<file path="src/rtl/clint_pkg.sv">
// Shared definitions for the core-local interruptor: register offsets,
// the register-file record with its reset value, and a byte-lane merge helper.
package clint_pkg;

    localparam logic [15:0] clint_msip      = 16'h0000;
    localparam logic [15:0] clint_mtimecmp  = 16'h4000;
    localparam logic [15:0] clint_mtimecmph = 16'h4004;
    localparam logic [15:0] clint_mtime     = 16'hBFF8;
    localparam logic [15:0] clint_mtimeh    = 16'hBFFC;

    typedef struct packed {
        logic [63:0] mtime;
        logic [63:0] mtimecmp;
        logic        msip;
        logic        ready;
        logic [31:0] rdata;
        logic        timer_irpt;
        logic        soft_irpt;
    } clint_reg_type;

    localparam clint_reg_type init_clint_reg = '{
        mtime:      64'h0,
        mtimecmp:   64'hFFFF_FFFF_FFFF_FFFF,
        msip:       1'b0,
        ready:      1'b0,
        rdata:      32'h0,
        timer_irpt: 1'b0,
        soft_irpt:  1'b0
    };

    // Replace only the byte lanes enabled in strb.
    function automatic logic [31:0] merge_bytes(input logic [31:0] old_val,
                                                input logic [31:0] wdata,
                                                input logic [3:0]  strb);
        logic [31:0] res;
        res = old_val;
        for (int i = 0; i < 4; i++) begin
            if (strb[i]) res[8*i +: 8] = wdata[8*i +: 8];
        end
        return res;
    endfunction

endpackage

</file>
<file path="src/rtl/clint.sv">
// Core-local interruptor: 64-bit mtime driven by a clock prescaler, 64-bit
// mtimecmp compare for the machine timer interrupt, and a one-bit msip.
module clint
    import clint_pkg::*;
#(
    parameter int clock_rate = 100000000,
    parameter int rtc_rate   = 1000000
) (
    input  logic        rst,
    input  logic        clk,
    input  logic        clint_valid,
    input  logic [31:0] clint_addr,
    input  logic [31:0] clint_wdata,
    input  logic [3:0]  clint_wstrb,
    output logic [31:0] clint_rdata,
    output logic        clint_ready,
    output logic        timer_irpt,
    output logic        soft_irpt
);

    localparam int DIV = clock_rate / rtc_rate;
    localparam int PW  = (DIV > 1) ? $clog2(DIV) : 1;
    localparam logic [PW-1:0] PMAX = PW'(DIV - 1);

    clint_reg_type r_q, r_d;
    logic [PW-1:0] presc_q, presc_d;

    logic        tick;
    logic        req_wr;
    logic [15:0] off;
    logic [31:0] rd_data;
    logic        unused_addr;

    assign off         = clint_addr[15:0];
    assign req_wr      = clint_valid && (clint_wstrb != 4'h0);
    assign unused_addr = ^clint_addr[31:16];

    always_comb begin
        tick    = (presc_q == PMAX);
        presc_d = tick ? '0 : presc_q + 1'b1;
    end

    always_comb begin
        rd_data = '0;
        case (off)
            clint_msip:      rd_data = {31'b0, r_q.msip};
            clint_mtimecmp:  rd_data = r_q.mtimecmp[31:0];
            clint_mtimecmph: rd_data = r_q.mtimecmp[63:32];
            clint_mtime:     rd_data = r_q.mtime[31:0];
            clint_mtimeh:    rd_data = r_q.mtime[63:32];
            default:         rd_data = '0;
        endcase
    end

    // Write data is merged into the pre-tick mtime, so a bus write to either
    // word freezes the whole counter for that cycle.
    always_comb begin
        r_d            = r_q;
        r_d.ready      = clint_valid;
        r_d.rdata      = (clint_valid && !req_wr) ? rd_data : '0;
        r_d.timer_irpt = (r_q.mtime >= r_q.mtimecmp);
        r_d.soft_irpt  = r_q.msip;
        if (tick) r_d.mtime = r_q.mtime + 64'd1;
        if (req_wr) begin
            case (off)
                clint_msip:
                    if (clint_wstrb[0]) r_d.msip = clint_wdata[0];
                clint_mtimecmp:
                    r_d.mtimecmp[31:0] = merge_bytes(r_q.mtimecmp[31:0], clint_wdata, clint_wstrb);
                clint_mtimecmph:
                    r_d.mtimecmp[63:32] = merge_bytes(r_q.mtimecmp[63:32], clint_wdata, clint_wstrb);
                clint_mtime:
                    r_d.mtime = {r_q.mtime[63:32],
                                 merge_bytes(r_q.mtime[31:0], clint_wdata, clint_wstrb)};
                clint_mtimeh:
                    r_d.mtime = {merge_bytes(r_q.mtime[63:32], clint_wdata, clint_wstrb),
                                 r_q.mtime[31:0]};
                default: ;
            endcase
        end
    end

    always_ff @(posedge clk) begin
        if (!rst) begin
            r_q     <= init_clint_reg;
            presc_q <= '0;
        end else begin
            r_q     <= r_d;
            presc_q <= presc_d;
        end
    end

    assign clint_rdata = r_q.rdata;
    assign clint_ready = r_q.ready;
    assign timer_irpt  = r_q.timer_irpt;
    assign soft_irpt   = r_q.soft_irpt;

endmodule

</file>
<file path="config.mk">
export PLATFORM = sky130hd
export DESIGN_NAME = clint
export DESIGN_NICKNAME = d
export VERILOG_FILES = /design/src/rtl/clint_pkg.sv /design/src/rtl/clint.sv
export SDC_FILE = /design/constraint.sdc
export NUM_CORES = 1
export LEC_CHECK = 0
export BUFFER_PORTS_ARGS = -buffer_cell sky130_fd_sc_hd__buf_2
export CAP_MARGIN = 20
export CORE_AREA = 2 2 157 174
export CTS_CLUSTER_DIAMETER = 40
export DETAILED_ROUTE_END_ITERATION = 16
export DIE_AREA = 0 0 159 176
export PLACE_DENSITY_LB_ADDON = 0.3
export SLEW_MARGIN = 20
export SYNTH_ARGS = -nofsm -noshare
export SYNTH_HDL_FRONTEND = slang
export SYNTH_SLANG_ARGS = --single-unit
export TNS_END_PERCENT = 5
</file>
<file path="constraint.sdc">
create_clock -name clk -period 2.4 [get_ports clk]
set_input_delay 0.24 -clock clk [delete_from_list [all_inputs] [get_ports clk]]
set_output_delay 0.24 -clock clk [all_outputs]
set_load 0.1 [all_outputs]
</file>
# ---- Yosys cells after proc, flatten, opt, wreduce, memory -nomap -nowiden
# Index checks and enable logic that the tools add are counted.
dict set report op_classes {
  n_mux 20
  n_bitwise 1
  multipliers 0
  n_lt_le_gt_ge 1
  n_reduce_logical 24
  eq_ne 15
  div_mod_pow 0
  addsub 2
  shift 0
}
# cell n
set ops {}
lappend ops {{$pmux W32 S5} 1}
lappend ops {{$mux W129} 1}
lappend ops {{$pmux W64 S2} 1}
lappend ops {{$mux W8} 12}
lappend ops {{$add A64 B1 Y64 const B} 1}
lappend ops {{$ge A64 B64 Y1} 1}
lappend ops {{$mux W32} 2}
lappend ops {{$mux W64} 1}
lappend ops {{$eq A16 B15 Y1 const B} 2}
lappend ops {{$eq A16 B16 Y1 const B} 2}
lappend ops {{$reduce_and A3 Y1} 9}
lappend ops {{$ne A3 B3 Y1 const B} 8}
lappend ops {{$reduce_and A2 Y1} 9}
lappend ops {{$logic_not A16 Y1} 1}
lappend ops {{$add A7 B1 Y7 const B} 1}
lappend ops {{$eq A7 B7 Y1 const B} 1}
lappend ops {{$ne A2 B2 Y1 const B} 2}
lappend ops {{$reduce_bool A4 Y1} 1}
lappend ops {{$logic_and A1 B1 Y1} 2}
lappend ops {{$mux W1} 2}
lappend ops {{$reduce_or A2 Y1} 1}
lappend ops {{$logic_not A1 Y1} 1}
lappend ops {{$not A1 Y1} 1}
dict set report totals {
  register_bits 171
  ramBits 0
  output_inout_bits 35
  memories 0
  romBits 0
  latch_bits 0
}

# ---- Longest topological paths before layout
dict set report depth {
  ltp_word 5
  ltp_mapped 10
  mapped_depth_nobuf 8
}

# ---- Least setup slack after synthesis
# No wires, ideal clock.
dict set report synth_timing {
  kind {reg2reg}
  startpoint {register presc_q[4]}
  endpoint {register r_q[163] in the netlist's numbering}
  stages_incl_launch_ff 8
  slack_ns 0.144
  arrival_time_ns 2.132
  setup_ns 0.124
  t_required_ns 2.276
  path_cell_list {dfxtp_1 -> nor4b_4 -> nand4_4 -> or4_1 -> buf_2 -> nor4_4 -> mux2i_1 -> o21ai_0}
}
dict set report synth_between {
  elab_chain_cells 4
}
# element line
set synth_rtl {}
lappend synth_rtl {{from (decl)} clint.sv:26} ;# logic [PW-1:0] presc_q, presc_d;
lappend synth_rtl {{from (signal assigned)} clint.sv:89} ;# presc_q <= presc_d;
lappend synth_rtl {{$eq A7 B7 Y1 (*)} clint.sv:39} ;# tick = (presc_q == PMAX);
lappend synth_rtl {{$mux W64 (*)} clint.sv:63} ;# if (tick) r_d.mtime = r_q.mtime + 64'd1;
lappend synth_rtl {{$pmux W64 S2} clint.sv:65} ;# case (off)
lappend synth_rtl {{$mux W129 (*)} clint.sv:64} ;# if (req_wr) begin
lappend synth_rtl {{to (signal assigned)} clint.sv:85} ;# r_q <= init_clint_reg;
lappend synth_rtl {{to (signal assigned)} clint.sv:88} ;# r_q <= r_d;
lappend synth_rtl {{to (decl)} clint.sv:25} ;# clint_reg_type r_q, r_d;
# Every way passes the cells marked *; elsewhere a longest branch is shown, timed or not.
# A chain may end at the register's enable or synchronous reset.

# ---- Worst setup path after layout
dict set report layout_timing {
  startpoint {register r_q[109] in the netlist's numbering}
  endpoint {register r_q[160] in the netlist's numbering}
}
dict set report layout_between {
  elab_chain_cells 4
}
# element line
set layout_rtl {}
lappend layout_rtl {{$add A64 B1 Y64 (*)} clint.sv:63}
lappend layout_rtl {{$mux W64 (*)} clint.sv:63}
lappend layout_rtl {{$pmux W64 S2} clint.sv:65}
lappend layout_rtl {{$mux W129 (*)} clint.sv:64}
# Marked as above.

==> key figures <==
Outcome
  • Status: complete, no violations

Synth
  • Post-synth ARST share: 0%
  • Post-synthesis compound-gate area fraction: 18.62%
  • Area share of and/or/nand/nor cells after synthesis: roughly 22%
  • Top FF cell, synth: dfxtp_1
  • Net Count, Synth: roughly 1400
  • Post-synthesis area per instance: approximately 8.4 sq um
  • Synth Area in XOR/XNOR: less than 1%
  • FF+latch count, synth: around 170
  • Post-synthesis mux area share: a little under a tenth
  • Post-Synthesis Cells: about 1200
  • Synth cell types: 75
  • Sequential area share after synthesis: roughly a third
  • Mapped Area: just over 10000 sq um
  • Area share of fa/ha/maj cells after synthesis: 7.980%
  • Ys Warns: 0
  • Main combinational cell family by area after synthesis: simple AND/OR/NAND/NOR gates
  • Post-synth EDFFs: 0

Floorplanning
  • Starting Density: about two fifths
  • Die Y: roughly 180 microns
  • Ports: 106
  • Die area: 27980 sq um
  • Core Rows: 62
  • Core Box Area: 26070 sq um
  • DIE WIDTH: roughly 160 microns

GRT
  • Met1 usage: between 30% and 40%
  • Largest net degree at the start of global routing: 34
  • Initial antenna violation count: 0
  • Gr ovfl total: 0
  • GRT met2 Usage: between 40% and 50%
  • Vias in the first global route: around 10000
  • Gr busiest metal: met2
  • GRT met3 Usage: approximately 3.9%
  • First-pass GRT wire length: around 56000 microns
  • All-Layer GR Usage: between 20% and 30%

Worst setup path
  • Crit path max fanout: 5
  • Critical path type: reg2reg
  • CP delay by family, top: simple AND/OR/NAND/NOR gates
  • Reg2Reg Setup Slack: roughly 0.057 ns
  • Startpoint type of the worst setup path: register
  • Buf/Inv on CP: 0
  • Req. time, crit path: roughly 2.7 ns
  • Critical path, cell by cell: and3_1 > nand4_1 > or4_1 > nor4_2 > mux2i_1 > o31ai_1
  • WP data arrival: between 2 and 3 ns
  • CP Capture Type: register
  • CP max-delay cell: or4_1
  • Max stage delay on crit path: about 0.63 ns

Clocking
  • Worst-Skew Late Latency: ~0.44 ns
  • Clock tree buffer depth: 2
  • Clock transition at path regs: approximately 0.07 ns
  • CTS Sinks: 171
  • Clk root buf: clkbuf_16
  • Total CTS buffers: 17
  • CTS tree: done
  • CTS Hold Bufs: 0
  • H-tree depth: 4

Placed design
  • Port bufs: just under 90
  • Final HPWL DP: approximately 26000 microns
  • Placed inst area: approximately 12000 sq um
  • Gp weighted congestion: roughly 0.95

Power and ir drop
  • Leak: about 5.9 nW
  • Worst vdd ir: between 300 and 400 uV
  • PwrDens: about 500 nW/um^2

Layout
  • Area grow syn2layout: 20.14%
  • Layout cells sized above 1: around 23%
  • # nets final: ~1500
  • Post-layout instance area: 12430 sq um
  • Ant. Diodes: 0

STA
  • Final Hold Fails: 0
  • Slew Viols, Final: 0
  • Slew at the pin closest to its max-slew limit: a little under 0.6 ns
  • Final Skew: ~0.0085 ns
  • Worst Hold Margin: around 0.075 ns
  • TNS Setup: 0 ns
  • Max Fclk: 426.9 MHz
  • Post-layout min period: roughly 2.3 ns
  • Finish-stage setup viols: 0
  • Slew headroom: roughly three fifths
  • RSZ-0062 raised after global routing: true
  • Part of the cycle the worst path needs: between 90 and 100%

Min path
  • HP Class: in2reg

Flow run
  • Max-cap violations: 0

Drt
  • 1st-pass router iterations: 8
  • Drt initial violations: about 1200
  • WL per Instance: ~20 microns
  • Drt total wl: approximately 35000 microns
  • Routed vias: 10188
  • DRC: 0
  • ANT nets after route: 0
  • DR vias/cell: 5.899
[worst min-delay path, cell delays in order]
cell     delay [ns]
buf_2          0.12
mux2i_1        0.07
nand2_1        0.05
[cell families (layout without fill, tap and decap cells)]
| family | Yosys count | in the layout |
|---|---|---|
| buf+inv | 169 | 319 |
| mux | 93 | 93 |
| simple gates | 443 | 443 |
| fa+ha+maj | 66 | 66 |
| xor+xnor | 11 | 11 |
| flops | 171 | 171 |
| compound gates | 272 | 272 |
[placed cells by master (no fill, tap or decap), types with 4 or more instances in the layout]
cell type	instances
a221oi_1	7
and4_1	16
clkbuf_16	17
a222oi_1	32
inv_1	73
nand2b_1	7
buf_2	88
or3_1	7
nor3_1	33
o211ai_1	29
mux2_2	35
or4_1	4
nor4_1	12
buf_12	5
a31oi_1	15
ha_1	66
dfxtp_1	171
a21oi_1	45
a211oi_1	25
mux2i_1	58
nand3_1	42
o21ai_0	56
xnor2_1	9
and2_1	9
a21o_1	10
a41oi_1	5
nand4_1	29
a311oi_1	13
nor2_1	85
and3_1	25
nor2b_1	4
nand2_1	133
buf_4	121
[metal layers]
metal	vias to the layer above	share of wire (%)
li1	4839	-
met1	4891	43
met2	377	48
met3	81	5.9
met4	0	3.0
met5	-	0
[metrics by stage]
step	worst slack [ns]	utilization, %	instances	power, mW
floorplan	0.1443	-	1225	3.045
finish	0.05728	47.70	1727	6.113
detailed placement	-0.08529	45.14	1695	3.204
global route	-0.03542	47.70	1727	6.275
global placement	-0.08925	45.14	1695	3.203
CTS	0.01516	47.48	1727	6.153
[final timing paths]
check,from,end,depth (start not counted)
worst max-delay path,r_q[109]$_SDFFE_PN0P_,r_q[160]$_SDFFE_PN0P_,6
worst min-delay path,clint_wdata[17],r_q[85]$_SDFFE_PN1P_,3
worst max register to register,r_q[109]$_SDFFE_PN0P_,r_q[160]$_SDFFE_PN0P_,6
worst min register to register,presc_q[0]$_SDFF_PP0_,presc_q[0]$_SDFF_PP0_,1
[registers in the layout, summed over array words and instances, names as in the netlist]
name         flops
presc_q          7
r_q            128
soft_irpt        1
clint_rdata     32
clint_ready      1
timer_irpt       1
r_d              1
[synth_stat cells, types with 7 or more instances]
master,n,area share (%)
nand2_1,133,4.8
a31oi_1,15,0.91
clkbuf_1,49,1.8
a211oi_1,25,1.8
nand3_1,42,2.0
a222oi_1,32,3.1
buf_2,8,0.39
and4_1,16,1.4
ha_1,66,8.0
buf_4,33,2.4
and2_1,9,0.54
a221oi_1,7,0.59
nor3_1,35,1.7
nand4_1,29,1.8
mux2i_1,58,5.6
o21ai_0,56,2.7
nor2_1,87,3.2
or3_1,8,0.48
a21o_1,10,0.73
xnor2_1,9,0.76
dfxtp_1,171,33
a21oi_1,45,2.2
inv_1,73,2.6
o211ai_1,29,2.1
a311oi_1,14,1.2
mux2_2,35,3.8
nor4_1,13,0.79
nand2b_1,7,0.42
and3_1,25,1.5
[where the power goes]
group          internal, mW  leakage, nW  switching, mW
sequential             2.84         1.38        0.00650
combinational         0.104         4.26          0.189
clock                  1.68        0.290           1.29
total                  4.62         5.93           1.49
[area by class of cell]
type | count | area (sq um)
sequential | 171 | 3423
multi-input combinational | 885 | 6237
fill | 2604 | 13630
timing repair buffer | 214 | 1449
tap | 352 | 440.4
clock inverter | 13 | 166.4
inverter | 73 | 274.0
clock buffer | 19 | 442.9
[timing repair]
item                                    in CTS  in global routing
endpoints found under the setup margin       1                 17
pin swaps                                    1                  1
resized for setup                            1                 10
buffers inserted                             0                  0
(Power assumes the default switching activity.)
